## config.mk

```make
export PLATFORM = sky130hd
export DESIGN_NAME = arch_reg_dumper
export DESIGN_NICKNAME = d
export VERILOG_FILES = /design/src/rtl/arch_dump_pkg.sv /design/src/rtl/lowest_set_bit_enc.sv /design/src/rtl/arch_reg_dumper.sv
export SDC_FILE = /design/constraint.sdc
export NUM_CORES = 1
export LEC_CHECK = 0
export CAP_MARGIN = 40
export CORE_AREA = 2 2 108 110
export CTS_BUF_LIST = sky130_fd_sc_hd__clkbuf_8
export DETAILED_ROUTE_END_ITERATION = 8
export DIE_AREA = 0 0 110 112
export MAX_ROUTING_LAYER = met4
export PLACE_DENSITY_LB_ADDON = 0.3
export SYNTH_ARGS = -nofsm -noshare
export SYNTH_HDL_FRONTEND = slang
export SYNTH_SLANG_ARGS = --single-unit
export TNS_END_PERCENT = 100
```

## constraint.sdc

```tcl
create_clock -name clk -period 2.9 [get_ports clk]
set_input_delay 0.29 -clock clk [delete_from_list [all_inputs] [get_ports clk]]
set_output_delay 0.29 -clock clk [all_outputs]
set_load 0.02 [all_outputs]
```

## src/rtl/arch_dump_pkg.sv

```systemverilog
// rtl/arch_dump_pkg.sv - shared types and constants for the architectural register dumper
package arch_dump_pkg;

  localparam int DFLT_ARCH_REGS = 32;
  localparam int DFLT_PREG_W    = 7;
  localparam int DFLT_XLEN      = 32;

  localparam int REG_A0 = 10;
  localparam int REG_A1 = 11;

  typedef enum logic [2:0] {
    ST_IDLE,
    ST_QUIESCE,
    ST_SCAN,
    ST_MAP,
    ST_PRF,
    ST_EMIT,
    ST_DONE
  } state_t;

  typedef struct packed {
    logic [$clog2(DFLT_ARCH_REGS)-1:0] arch;
    logic [DFLT_PREG_W-1:0]            preg;
    logic [DFLT_XLEN-1:0]              value;
  } dump_rec_t;

endpackage

```

## src/rtl/lowest_set_bit_enc.sv

```systemverilog
// rtl/lowest_set_bit_enc.sv - priority encoder returning the index of the lowest set bit
module lowest_set_bit_enc #(
  parameter int W     = 32,
  parameter int IDX_W = (W > 1) ? $clog2(W) : 1
) (
  input  logic [W-1:0]     mask,
  output logic [IDX_W-1:0] idx,
  output logic             any
);

  // Scan downward so the last hit written is the lowest index.
  always_comb begin
    idx = '0;
    any = 1'b0;
    for (int i = W - 1; i >= 0; i--) begin
      if (mask[i]) begin
        idx = IDX_W'(i);
        any = 1'b1;
      end
    end
  end

endmodule

```

## src/rtl/arch_reg_dumper.sv

```systemverilog
// rtl/arch_reg_dumper.sv - waits for commit quiescence, then streams mask-selected
// architectural registers as {arch, preg, value} records via rename map and PRF reads.
module arch_reg_dumper
  import arch_dump_pkg::*;
#(
  parameter int ARCH_REGS      = DFLT_ARCH_REGS,
  parameter int PREG_W         = DFLT_PREG_W,
  parameter int XLEN           = DFLT_XLEN,
  parameter int COMMIT_W       = 2,
  parameter int QUIESCE_CYCLES = 16,
  parameter int WDOG_W         = 16
) (
  input  logic                         clk,
  input  logic                         reset,
  input  logic                         start,
  input  logic                         force_en,
  input  logic [ARCH_REGS-1:0]         reg_mask,
  input  logic [WDOG_W-1:0]            wdog_limit,
  input  logic [COMMIT_W-1:0]          commit_valid,
  output logic [$clog2(ARCH_REGS)-1:0] map_rd_addr,
  input  logic [PREG_W-1:0]            map_rd_data,
  output logic [PREG_W-1:0]            prf_rd_addr,
  input  logic [XLEN-1:0]              prf_rd_data,
  output logic                         dump_valid,
  input  logic                         dump_ready,
  output logic [$clog2(ARCH_REGS)-1:0] dump_arch,
  output logic [PREG_W-1:0]            dump_preg,
  output logic [XLEN-1:0]              dump_value,
  output logic                         busy,
  output logic                         done,
  output logic                         timeout
);

  localparam int AW = $clog2(ARCH_REGS);
  localparam int QW = $clog2(QUIESCE_CYCLES + 1);
  localparam logic [QW-1:0] QMAX = QW'(QUIESCE_CYCLES);

  state_t                state, state_nx;
  logic [ARCH_REGS-1:0]  mask_q;
  logic [QW-1:0]         quiet_q;
  logic [WDOG_W-1:0]     wdog_q;
  logic [WDOG_W-1:0]     wdog_inc;
  logic                  wdog_hit;
  logic                  timeout_q;
  logic [AW-1:0]         map_addr_q;
  logic [AW-1:0]         enc_idx;
  logic                  enc_any;
  logic [PREG_W-1:0]     prf_addr_q;
  logic [XLEN-1:0]       value_q;

  lowest_set_bit_enc #(
    .W     (ARCH_REGS),
    .IDX_W (AW)
  ) u_enc (
    .mask (mask_q),
    .idx  (enc_idx),
    .any  (enc_any)
  );

  // The watchdog counts the current QUIESCE cycle, so QUIESCE lasts at most wdog_limit cycles.
  assign wdog_inc = wdog_q + WDOG_W'(1);
  assign wdog_hit = (wdog_limit != '0) && (wdog_inc == wdog_limit);

  always_ff @(posedge clk) begin
    if (!reset) begin
      state <= ST_IDLE;
    end else begin
      state <= state_nx;
    end
  end

  // Read addresses are presented combinationally in the cycle before their data is needed.
  always_comb begin
    state_nx    = state;
    busy        = (state != ST_IDLE);
    done        = (state == ST_DONE);
    dump_valid  = (state == ST_EMIT);
    map_rd_addr = map_addr_q;
    prf_rd_addr = prf_addr_q;
    case (state)
      ST_IDLE: begin
        if (start) state_nx = force_en ? ST_SCAN : ST_QUIESCE;
      end
      ST_QUIESCE: begin
        if ((quiet_q == QMAX) || wdog_hit) state_nx = ST_SCAN;
      end
      ST_SCAN: begin
        if (enc_any) begin
          map_rd_addr = enc_idx;
          state_nx    = ST_MAP;
        end else begin
          state_nx = ST_DONE;
        end
      end
      ST_MAP: begin
        prf_rd_addr = map_rd_data;
        state_nx    = ST_PRF;
      end
      ST_PRF:  state_nx = ST_EMIT;
      ST_EMIT: begin
        if (dump_ready) state_nx = ST_SCAN;
      end
      ST_DONE: state_nx = ST_IDLE;
      default: state_nx = ST_IDLE;
    endcase
  end

  always_ff @(posedge clk) begin
    if (!reset) begin
      mask_q     <= '0;
      quiet_q    <= '0;
      wdog_q     <= '0;
      timeout_q  <= 1'b0;
      map_addr_q <= '0;
      prf_addr_q <= '0;
      value_q    <= '0;
    end else begin
      case (state)
        ST_IDLE: begin
          if (start) begin
            mask_q    <= reg_mask;
            quiet_q   <= '0;
            wdog_q    <= '0;
            timeout_q <= 1'b0;
          end
        end
        ST_QUIESCE: begin
          if (|commit_valid) begin
            quiet_q <= '0;
          end else if (quiet_q != QMAX) begin
            quiet_q <= quiet_q + QW'(1);
          end
          wdog_q <= wdog_inc;
          if (wdog_hit) timeout_q <= 1'b1;
        end
        ST_SCAN: begin
          if (enc_any) begin
            mask_q[enc_idx] <= 1'b0;
            map_addr_q      <= enc_idx;
          end
        end
        ST_MAP: prf_addr_q <= map_rd_data;
        ST_PRF: value_q    <= prf_rd_data;
        default: ;
      endcase
    end
  end

  // The held read addresses double as the record payload while in EMIT.
  assign dump_arch  = map_addr_q;
  assign dump_preg  = prf_addr_q;
  assign dump_value = value_q;
  assign timeout    = timeout_q;

endmodule

```

# Word level (Yosys, flattened, before mapping)
# Cells that the tools add are included.
dict set report classes {
  addsub 2
  multipliers 0
  n_div 0
  magnitude_cmp 2
  eq_ne 15
  shifts 0
  mux 87
  bitwise_logic 2
  n_reduce_logical 14
}
# op count
set op_table {}
lappend op_table {{2-to-1 mux 5 bit} 37}
lappend op_table {{2-to-1 mux 32 bit} 2}
lappend op_table {{one-hot mux 32 bit (2 select lines)} 1}
lappend op_table {{2-to-1 mux 1 bit} 35}
lappend op_table {{AND 32 bit} 1}
lappend op_table {{inverter 32 bit} 1}
lappend op_table {{one-hot mux 16 bit (2 select lines)} 1}
lappend op_table {{one-hot mux 3 bit (6 select lines)} 1}
lappend op_table {{adder 16 x 1 -> 16 bit (second input constant)} 1}
lappend op_table {{== test 16 bit} 1}
lappend op_table {{2-to-1 mux 16 bit} 1}
lappend op_table {{nonzero test 16 bit} 1}
lappend op_table {{2-to-1 mux 3 bit} 4}
lappend op_table {{AND reduction 3 bit} 4}
lappend op_table {{one-hot mux 5 bit (2 select lines)} 1}
lappend op_table {{== test 3 bit (second input constant)} 3}
lappend op_table {{inequality test 2 bit (second input constant)} 4}
lappend op_table {{2-to-1 mux 7 bit} 1}
lappend op_table {{== test 3 x 2 -> 1 bit (second input constant)} 2}
lappend op_table {{less-than comparator 5 x 6 -> 1 bit (second input constant)} 1}
lappend op_table {{adder 5 x 1 -> 5 bit (second input constant)} 1}
lappend op_table {{demux 1 bit (select 5 bit)} 1}
lappend op_table {{== test 5 bit (second input constant)} 1}
lappend op_table {{>= comparator 5 x 1 -> 1 bit (second input constant)} 1}
lappend op_table {{other kinds (13)} 15}
dict set report word_totals {
  reg_bits 101
  latch_bits 0
  mem_bits_rw 0
  rom_bits 0
  in_bits 94
  output_inout_bits 60
  memories 0
}

# Longest topological paths before layout
dict set report logic_depth {
  ltp_word 40
  depth_mapped 9
  mapped_depth_nobuf 8
}

# By module
# A second synthesis with hierarchy kept.
dict set report unflattened {
  cells_unflattened 696
  hier_area_um2 5221.3
}
# mod n_inst cells_each area_per_inst_um2
set by_module_without_submodules {}
lappend by_module_without_submodules {arch_reg_dumper 1 631 4850.9}
lappend by_module_without_submodules {lowest_set_bit_enc 1 65 370.4}

# Least setup slack after synthesis
# OpenSTA, ideal clock, no wires.
dict set report synth_path {
  path_type {reg2reg}
  from {reg wdog_q[0]}
  to {reg state[1]}
  setup_time_ns 0.073
  t_arrival_ns 2.378
  t_required_ns 2.827
  slack_ns 0.450
  stages_incl_launch_ff 9
  n_path_buf 0
  synth_period_minus_slack_ns 2.450
  path_cell_list {dfxtp_1 ha_1 nand3_4 or4_4 xnor2_1 o21ai_1 or4_1 o21bai_1 nor3b_2}
}
dict set report synth_between {
  elab_chain_len 6
}
# element line
set synth_rtl {}
lappend synth_rtl {{from (decl)} arch_reg_dumper.sv:41} ;# logic [WDOG_W-1:0] wdog_q;
lappend synth_rtl {{from (signal assigned)} arch_reg_dumper.sv:133} ;# wdog_q <= wdog_inc;
lappend synth_rtl {{adder 16 x 1 -> 16 bit} arch_reg_dumper.sv:61} ;# assign wdog_inc = wdog_q + WDOG_W'(1);
lappend synth_rtl {{== test 16 bit} arch_reg_dumper.sv:62} ;# assign wdog_hit = (wdog_limit != '0) && (wdog_inc == wdog_limit);
lappend synth_rtl {{logical AND 1 bit} arch_reg_dumper.sv:62}
lappend synth_rtl {{logical OR 1 bit} arch_reg_dumper.sv:85} ;# if ((quiet_q == QMAX) || wdog_hit) state_nx = ST_SCAN;
lappend synth_rtl {{inequality test 2 bit (no source line)} -}
lappend synth_rtl {{AND reduction 3 bit (no source line)} -}
lappend synth_rtl {{to (signal assigned)} arch_reg_dumper.sv:68} ;# state <= state_nx;
lappend synth_rtl {{to (decl)} arch_reg_dumper.sv:38} ;# state_t state, state_nx;
# Every way passes these cells.
# A chain may end at the register's enable or synchronous reset.

# Worst setup path after layout
dict set report layout_path {
  from {reg mask_q[4]}
  to {out map_rd_addr[2]}
}
dict set report layout_between {
  elab_chain_len 7
}
# element line
set layout_rtl {}
lappend layout_rtl {{from (decl)} arch_reg_dumper.sv:39} ;# logic [ARCH_REGS-1:0] mask_q;
lappend layout_rtl {{from (signal assigned)} arch_reg_dumper.sv:121} ;# mask_q <= reg_mask;
lappend layout_rtl {{2-to-1 mux 5 bit / 2-to-1 mux 1 bit (equally long branches) (5 in series)} lowest_set_bit_enc.sv:16} ;# if (mask[i]) begin
lappend layout_rtl {{2-to-1 mux 5 bit (*)} arch_reg_dumper.sv:88} ;# if (enc_any) begin
lappend layout_rtl {{2-to-1 mux 5 bit (*)} arch_reg_dumper.sv:80} ;# case (state)
lappend layout_rtl {{to (decl)} arch_reg_dumper.sv:20} ;# output logic [$clog2(ARCH_REGS)-1:0] map_rd_addr,
# Mark *: on every way between the ends. The rest lies on a longest branch, timed or not.

==> results by group <==
Power and ir drop
  – Pwr dens: 822 nW/um^2
  – Pleak: 2.61 nW
  – Flop pwr share: 0.330
  – Peak VDD IR: 431 uV
  – Net Sw Power: 2.64 mW
  – Gate power share: 0.515
  – Sw Share: 0.437
  – Power, Total: 6.03 mW
  – Internal Pwr Total: 3.39 mW
  – Clk pwr share: 0.155

Die
  – Core area: 11200 sq um
  – Initial Util: 0.491
  – # IOs: around 150
  – Die area: 12300 sq um
  – Die width: around 110 um
  – Die Y: 112 um
  – Row count: 39

Synth
  – Cell variety after synth: 65
  – Compound-gate portion of the synthesized area: 0.199
  – Area leader, netlist: dfxtp_1
  – Sequential share of the synthesized area: 0.369
  – Top cells by count, synth: nand2_1 (111), dfxtp_1 (101), nand3_1 (48)
  – Yosys top cell area share: 0.369
  – Synth Area per Inst: about 8 sq um
  – Dominant cells by area after synthesis: dfxtp_1 (37%), nand2_1 (7.6%), a21boi_0 (5.3%), nand3_1 (4.4%), xnor2_1 (2.9%)
  – Ys async rst share: 0
  – Main combinational cell family by area after synthesis: simple AND/OR/NAND/NOR gates
  – Mux cell area share after synthesis: 0.0203
  – Post-synthesis xor/xnor area fraction: 0.0463
  – Post-synthesis simple-gate area fraction: 0.311
  – #FFs+latches synth: 101
  – Total number of yosys warnings: 0
  – Dominant synthesized flop cell: dfxtp_1
  – Most frequent cell after synthesis: nand2_1
  – Synth Net Count: 782
  – EDFF count, synth: 0
  – Post-synthesis cell area: roughly 5500 sq um
  – Adder-cell share of the synthesized area: 0.00684
  – Synthesized instance count: 685

Clock tree
  – CTS Buf Count: 9
  – Post-CTS Setup Repair Bufs: 0
  – CTS Hold Bufs: 0
  – CTS Root Cell: clkbuf_8
  – Clock latency on the worst-skew pair: 0.39 ns
  – H-tree levels: 3
  – CTS tree: yes
  – Clock Tree Buf Depth: 2
  – Clk sinks: about 100
  – Clk slew on worst S/H paths: 0.10 ns

Timing
  – Fmax: 361 MHz
  – Fin Setup TNS: 0 ns
  – Final setup viols: 0
  – Slew @ Worst Pin: 0.890 ns
  – Relative slew slack: 0.406
  – Clock period minus worst slack: 2.77 ns
  – Final worst-path cycle share: 0.955
  – Final setup margin: 0.131 ns
  – Max-slew violations: 0
  – Worst Skew: 0.00703 ns
  – Hold Violations, Final: 0
  – WHS: 0.412 ns
  – Unrepaired setup endpoints after global routing: false

Flow run
  – Max_cap viols: 0

Route
  – Drt via density: 5.70
  – DRT iter0 DRCs: about 410
  – Number of remaining DRC errors: 0
  – Vias: about 5.6k
  – WL/cell: 16.7 um
  – DRT Pass-1 Iters: 5
  – Post-route ant nets: 0
  – WL final: 16300 um

GRT
  – Maximum number of pins on one net before global-route repair: 52
  – Initial antenna violation count: 0
  – Vias in the first global route: between 5k and 6k
  – First-pass GRT wire length: about 26000 um
  – Gr usage total: 0.277
  – Grt ovf: 0

Critical path
  – Worst EP required: 2.61 ns
  – Startpoint types: register
  – Crit path launch: mask_q[4]
  – CP cell instances: nor4_1, buf_4, nand4_2, o31ai_4, mux2_2, dlygate4sd2_1
  – Crit path arrival time: 2.48 ns
  – Cell family with most CP delay: buffers and inverters
  – Slowest CP cell: mux2_2
  – Buf/Inv on CP: 2
  – Reg-to-reg startpoint: wdog_q[0]
  – Worst Path Max Fanout: 6
  – Worst setup EP type: output pin
  – Worst setup path class: register to output pin
  – CP max stage delay: 0.38 ns

Min path
  – Worst Min Path Start: reset
  – Worst Hold Class: input pin to register

Placement
  – Buffers on Ports: 153
  – Post-detail-place hpwl: 12000 um
  – RD Place Congestion: 0.951
  – Placed Instances: 959
  – Pre-CTS setup slack: 0.194 ns

Layout
  – Fill cells: 978
  – N_diodes: 0
  – Sequential cell area: about 2000 sq um
  – Share of cells above drive strength 1: 0.0841
  – Final Instance Count excl. Fillers: 975
  – Multi-input logic area: 3230 sq um
  – Final #Nets: 924
  – Synth-to-layout area growth: 33.9%

Outcome
  – Status: complete, no violations
[power groups by stage]
| stage | Sequential [mW] | Clock, mW | Combinational (mW) |
|---|---|---|---|
| after floorplan | 2.05 | 0 | 1.88 |
| final | 1.99 | 0.933 | 3.11 |
| after global routing | 2.03 | 1.00 | 3.39 |
| after detailed placement | 2.01 | 0 | 3.07 |
| after global placement | 1.99 | 0 | 3.01 |
| after CTS | 1.99 | 0.959 | 3.08 |
[kinds of logic after synthesis]
family | Yosys count
XOR/XNOR | 29
multiplexers | 10
adder cells (fa/ha/maj) | 3
flip-flops | 101
AND/OR/NAND/NOR | 328
AO/OA/AOI/OAI | 161
buffers and inverters | 53
[worst paths after layout]
path | endpoint | slack (ns) | cells past startpoint
worst max register to register | state[1] | 0.31 | 8
worst min register to register | dump_value[24] | 0.47 | 2
worst max-delay path | map_rd_addr[2] | 0.13 | 6
worst min-delay path | wdog_q[12] | 0.41 | 3
[worst min-delay path, delay by kind of cell]
| kind | cells | cell delay, ns |
|---|---|---|
| AO/OA/AOI/OAI | 1 | 0.13 |
| buffers and inverters | 2 | 0.34 |
[state kept, by name, indices dropped and copies added (netlist names)]
| signal | flops |
|---|---|
| dump_arch | 5 |
| wdog_q | 16 |
| state | 3 |
| dump_value | 32 |
| timeout | 1 |
| dump_preg | 7 |
| quiet_q | 5 |
| mask_q | 32 |
[through the flow]
step,util,cell area (sq um)
global placement,0.638,7130
global route,0.657,7340
finish,0.657,7340
CTS,0.657,7340
detailed placement,0.638,7130
floorplan,-,5490
[cell usage in the layout (no fill, tap or decap), types with 11 or more instances in the layout]
| master | n |
|---|---|
| nand2b_1 | 15 |
| xor2_1 | 11 |
| and2_1 | 22 |
| a21boi_0 | 39 |
| nor2_1 | 36 |
| o211ai_1 | 19 |
| nor4_1 | 12 |
| clkbuf_8 | 11 |
| dfxtp_1 | 100 |
| nor3_1 | 18 |
| inv_1 | 13 |
| buf_4 | 20 |
| o21ai_0 | 30 |
| a21oi_1 | 22 |
| xnor2_1 | 18 |
| clkdlybuf4s50_1 | 147 |
| nand2_1 | 111 |
| nand3_1 | 48 |
[cell type report]
| type | count | area share |
|---|---|---|
| clock buffers | 11 | 0.0206 |
| clock inverters | 5 | 0.00699 |
| inverters | 11 | 0.00562 |
| multi-input cells | 531 | 0.440 |
| flip-flops and latches | 101 | 0.276 |
| well taps | 143 | 0.0244 |
| repair buffers | 173 | 0.227 |
[per-layer routing]
metal | GRT usage | wire length [um]
met5 | - | 0
met4 | 0.105 | 381
met3 | 0.0585 | 1120
met2 | 0.425 | 7560
met1 | 0.356 | 7190
[timing repair]
item | in CTS | in global routing
gates cloned | 0 | 0
resized for setup | 8 | 7
endpoints found under the setup margin | 5 | 5
(Power assumes the default switching activity.)
